[src/rtl/clock_period_meter.sv]
// Measures the period and high time of an asynchronous clock in clk_in cycles,
// with lock and stop detection. Define CLK_METER_DUTY_EN to build the high-time counter.
module clock_period_meter #(
  parameter int CNT_W       = 16,
  parameter int LOCK_COUNT  = 4,
  parameter int TIMEOUT_CYC = 1000
) (
  input  logic             clk_in,
  input  logic             rst,
  input  logic             clk_meas,
  output logic [CNT_W-1:0] period,
  output logic [CNT_W-1:0] high_time,
  output logic             meas_valid,
  output logic             locked,
  output logic             timeout
);

  localparam int MC_W = (LOCK_COUNT < 1) ? 1 : $clog2(LOCK_COUNT + 1);
  localparam logic [CNT_W-1:0] TO_LIM = CNT_W'(TIMEOUT_CYC);
  localparam logic [MC_W-1:0]  MC_MAX = MC_W'(LOCK_COUNT);

  typedef enum logic {IDLE, MEASURE} state_t;

  state_t           state;
  logic             sync1, lvl, lvl_d;
  logic             rise;
  logic [CNT_W-1:0] pcnt;
  logic [MC_W-1:0]  mcnt, mcnt_nxt;
  logic             have_prev;

  always_ff @(posedge clk_in or posedge rst) begin
    if (rst) begin
      sync1 <= 1'b0;
      lvl   <= 1'b0;
      lvl_d <= 1'b0;
    end else begin
      sync1 <= clk_meas;
      lvl   <= sync1;
      lvl_d <= lvl;
    end
  end

  assign rise = lvl & ~lvl_d;

  // First result after IDLE has no predecessor and always counts as a mismatch.
  always_comb begin
    mcnt_nxt = '0;
    if (have_prev && (pcnt == period))
      mcnt_nxt = (mcnt == MC_MAX) ? mcnt : mcnt + MC_W'(1);
  end

  always_ff @(posedge clk_in or posedge rst) begin
    if (rst) begin
      state      <= IDLE;
      pcnt       <= '0;
      mcnt       <= '0;
      have_prev  <= 1'b0;
      period     <= '0;
      meas_valid <= 1'b0;
      locked     <= 1'b0;
      timeout    <= 1'b0;
    end else begin
      meas_valid <= 1'b0;
      case (state)
        IDLE: begin
          if (rise) begin
            state     <= MEASURE;
            pcnt      <= CNT_W'(1);
            timeout   <= 1'b0;
            have_prev <= 1'b0;
          end
        end
        MEASURE: begin
          // An edge on the threshold cycle wins over the timeout.
          if (rise) begin
            period     <= pcnt;
            meas_valid <= 1'b1;
            pcnt       <= CNT_W'(1);
            have_prev  <= 1'b1;
            mcnt       <= mcnt_nxt;
            locked     <= (mcnt_nxt == MC_MAX);
          end else if (pcnt == TO_LIM) begin
            timeout <= 1'b1;
            locked  <= 1'b0;
            mcnt    <= '0;
            state   <= IDLE;
          end else begin
            pcnt <= pcnt + CNT_W'(1);
          end
        end
        default: state <= IDLE;
      endcase
    end
  end

`ifdef CLK_METER_DUTY_EN
  logic [CNT_W-1:0] hcnt;
  logic [CNT_W-1:0] high_r;

  // Tracks pcnt's load/capture points; never exceeds pcnt, so it cannot wrap.
  always_ff @(posedge clk_in or posedge rst) begin
    if (rst) begin
      hcnt   <= '0;
      high_r <= '0;
    end else if (state == IDLE) begin
      if (rise) hcnt <= CNT_W'(1);
    end else if (rise) begin
      high_r <= hcnt;
      hcnt   <= CNT_W'(1);
    end else if (pcnt != TO_LIM && lvl) begin
      hcnt <= hcnt + CNT_W'(1);
    end
  end

  assign high_time = high_r;
`else
  assign high_time = '0;
`endif

endmodule
[config.mk]
export PLATFORM = sky130hd
export DESIGN_NAME = clock_period_meter
export DESIGN_NICKNAME = d
export VERILOG_FILES = /design/src/rtl/clock_period_meter.sv
export SDC_FILE = /design/constraint.sdc
export NUM_CORES = 1
export LEC_CHECK = 0
export ABC_AREA = 1
export BUFFER_PORTS_ARGS = -buffer_cell sky130_fd_sc_hd__buf_2
export CAP_MARGIN = 20
export CORE_MARGIN = 4
export CORE_UTILIZATION = 45
export DETAILED_ROUTE_END_ITERATION = 10
export GPL_TIMING_DRIVEN = 0
export PLACE_DENSITY = 0.66
export SETUP_SLACK_MARGIN = 0.5
export SYNTH_ARGS = -nofsm -noshare
export SYNTH_HDL_FRONTEND = slang
export SYNTH_SLANG_ARGS = --single-unit
[constraint.sdc]
create_clock -name clk_in -period 2.6 [get_ports clk_in]
set_input_delay 0.65 -clock clk_in [delete_from_list [all_inputs] [get_ports clk_in]]
set_output_delay 0.65 -clock clk_in [all_outputs]
set_load 0.05 [all_outputs]
==> impl_metrics.env <==
export IMPL_cp_arrival_ns=1.00
export IMPL_fp_dieArea_sq_um=6830
export IMPL_critPathTopFamily="flip-flops"
export IMPL_synth_ff_type="dfrtp_1"
export IMPL_die_h_um=82.65
export IMPL_layout_nets=373
export IMPL_cts_tree="built"
export IMPL_synth_mux_area_share_pct=0
export IMPL_hpwl_um=4022
export IMPL_num_io_pins=38
export IMPL_drt_wl_total_um=5228
export IMPL_cts_resized=0
export IMPL_power_leakage_nw=1.476
export IMPL_crit_path_end_kind="output port"
export IMPL_swShare_pct=36.39
export IMPL_vias=2072
export IMPL_dp_slack_ns=0.9964
export IMPL_final_setup_tns_ns=0
export IMPL_start_util_pct=47.87
export IMPL_p_int_w=0.001116
export IMPL_cap_violations=0
export IMPL_yosysSeqAreaShare_pct=42.91
export IMPL_ir_drop_uv=296.0
export IMPL_crit_required_ns=1.95
export IMPL_outcome="complete, no violations"
export IMPL_final_max_slew_viol_count=0
export IMPL_finalCritPeriodShare_pct=63.29
export IMPL_synthCells=322
export IMPL_setup_viol_count_final=0
export IMPL_p_sw_w=0.0006385
export IMPL_first_iter_violations=97
export IMPL_synth_xor_area_share_pct=3.493
export IMPL_worstHoldPathType="in2async"
export IMPL_fmax_mhz=607.7
export IMPL_ys_top_cells_by_area="dfrtp_1 (43%), nand2_1 (13%), buf_4 (5.1%)"
export IMPL_crit_slowest_cell="dfrtp_1"
export IMPL_synth_top_family_by_area="simple AND/OR/NAND/NOR gates"
export IMPL_area_growth_pct=14.72
export IMPL_clk_pin_slew_ns=0.08
export IMPL_die_x_um=82.65
export IMPL_crit_fanout=4
export IMPL_comb_power_share_pct=28.1
export IMPL_crit_type="reg2out"
export IMPL_post_cts_setup_buffers=0
export IMPL_clock_sinks=43
export IMPL_drive_gt1_share_pct=22.62
export IMPL_worstSkewPairLatency_ns=0.30
export IMPL_postSynthAreaPerCell_sq_um=7.787
export IMPL_critical_path_max_stage_delay_ns=0.41
export IMPL_pwr_share_seq_pct=45.6
export IMPL_ys_warnings_count=0
export IMPL_yosysTopAreaCell="dfrtp_1"
export IMPL_antenna_found_initial=0
export IMPL_fin_hold_ws_ns=0.3225
export IMPL_h_tree_depth=2
export IMPL_final_core_util_pct=54.92
export IMPL_grt_pass1_wl_um=8901
export IMPL_gp_congestion=0.8784
export IMPL_finalHoldViolCount=0
export IMPL_power_per_cell_area_nw_per_um2=609.9
export IMPL_via_per_inst=4.741
export IMPL_yosys_top_cells_count="nand2_1 (85), dfrtp_1 (43), inv_1 (34)"
export IMPL_critPathBufInv=1
export IMPL_pwr_share_clk_pct=26.3
export IMPL_synth_area_sq_um=2507
export IMPL_detail_route_antenna_nets=0
export IMPL_path_cells="buf_2"
export IMPL_synth_compound_area_share_pct=9.731
export IMPL_finClkSkew_ns=0.01061
export IMPL_synth_seq_cells=43
export IMPL_rows=26
export IMPL_synthAdderAreaFrac_pct=1.996
export IMPL_rsz0062_at_grt="no"
export IMPL_drc_errors=0
export IMPL_dr_pass1_iters=5
export IMPL_num_antenna_cells=0
export IMPL_synth_top_area_share_pct=42.91
export IMPL_synthSimpleGateAreaFrac_pct=28.34
export IMPL_period_needed_ns=1.646
export IMPL_cts_max_path_buffers=2
export IMPL_root_buffer="clkbuf_8"
export IMPL_synthMostInstantiatedCell="nand2_1"
export IMPL_post_drt_wl_per_cell_um=11.96
export IMPL_fill_cells=506
export IMPL_grt_max_degree=28
export IMPL_synth_cell_types=31
export IMPL_synthArstFlopShare_pct=100.0
export IMPL_synth_edf_count=0
export IMPL_core_sq_um=5238
export IMPL_first_global_vias=1869
export IMPL_grt_overflow=0
export IMPL_grt_usage_pct=17.53
export IMPL_fin_ws_ns=0.9544
export IMPL_cts_buffers=5
export IMPL_cts_hold_fix_buffers=0
export IMPL_io_buffers=21
export IMPL_cp_start_kind="flip-flop"
[logic make-up after synthesis]
family	after synthesis
AND/OR/NAND/NOR	154
buffers and inverters	69
flip-flops	43
AO/OA/AOI/OAI	41
XOR/XNOR	10
adder cells (fa/ha/maj)	4
other	1
[state kept, by name (all words and copies together), names as in the netlist]
register,cells
lvl,1
period,16
timeout,1
mcnt,3
have_prev,1
lvl_d,1
state,1
sync1,1
pcnt,16
locked,1
meas_valid,1
[per-layer routing]
metal / vias up / share of wire, % / global-route usage, %
met5: - / 0 / 0
met4: 0 / 1.2 / 6.373
met3: 4 / 6.8 / 4.230
met2: 52 / 47 / 27.56
met1: 938 / 45 / 23.48
li1: 1078 / - / -
[placed cells by master, fill, tap and decap left out]
| master | netlist | final |
|---|---|---|
| buf_12 | 0 | 1 |
| nand3b_1 | 2 | 2 |
| nand2_1 | 85 | 85 |
| o21ai_1 | 8 | 8 |
| nor2_1 | 22 | 22 |
| inv_2 | 10 | 11 |
| buf_6 | 1 | 1 |
| a31oi_1 | 1 | 1 |
| buf_4 | 17 | 17 |
| dfrtp_1 | 43 | 43 |
| xnor2_1 | 3 | 3 |
| o22ai_1 | 1 | 1 |
| inv_1 | 34 | 33 |
| or2_2 | 1 | 1 |
| o21ai_2 | 9 | 9 |
| o31ai_1 | 1 | 1 |
| clkbuf_8 | 0 | 7 |
| nand2_2 | 2 | 2 |
| a21oi_1 | 4 | 4 |
| nand3_1 | 18 | 18 |
| buf_2 | 4 | 25 |
| nor2_2 | 1 | 1 |
| nand4_1 | 11 | 11 |
| clkbuf_1 | 3 | 4 |
| xor2_1 | 7 | 7 |
| o21ai_0 | 17 | 17 |
| conb_1 | 1 | 16 |
| nor3_2 | 1 | 1 |
| nor2_4 | 4 | 4 |
| nor3_1 | 3 | 3 |
| or2_1 | 1 | 1 |
| nand2_4 | 3 | 3 |
| ha_1 | 4 | 4 |
[power groups by stage]
stage / registers, W / logic, W / clock network [W]
2_1_floorplan: 0.000890 / 0.000313 / 0
4_1_cts: 0.000800 / 0.000497 / 0.000478
3_5_place_dp: 0.000814 / 0.000494 / 0
5_1_grt: 0.000814 / 0.000546 / 0.000505
6_report: 0.000800 / 0.000493 / 0.000462
3_3_place_gp: 0.000811 / 0.000485 / 0
[final timing paths]
kind | cells past startpoint | start | end | slack [ns]
setup / recovery | 1 | period[5] | period[5] | 0.95
hold / removal | 2 | rst | pcnt[5] | 0.32
setup reg to reg | 9 | pcnt[0] | pcnt[3] | 0.99
hold reg to reg | 0 | sync1 | lvl | 0.36
max in group asynchronous | 3 | rst | period[11] | 1.81
min in group clk_in | 0 | sync1 | lvl | 0.36
[cell type report]
cell class | count | area [sq um] | area share (%)
clock buffer | 8 | 100.1 | 3.480
sequential | 43 | 1076 | 37.41
buffer | 25 | 170.2 | 5.916
inverter | 44 | 165.2 | 5.742
tap | 70 | 87.58 | 3.045
multi-input combinational | 225 | 1152 | 40.06
timing repair buffer | 22 | 125.1 | 4.350
[per-stage QoR]
stage                     std cells  cell area (sq um)  power, W
after floorplan                 337               2564  0.001202
final                           437               2877  0.001754
after CTS                       437               2877  0.001776
after global placement          428               2756  0.001296
after global routing            437               2877  0.001864
after detailed placement        429               2776  0.001308
(Power assumes the default switching activity.)
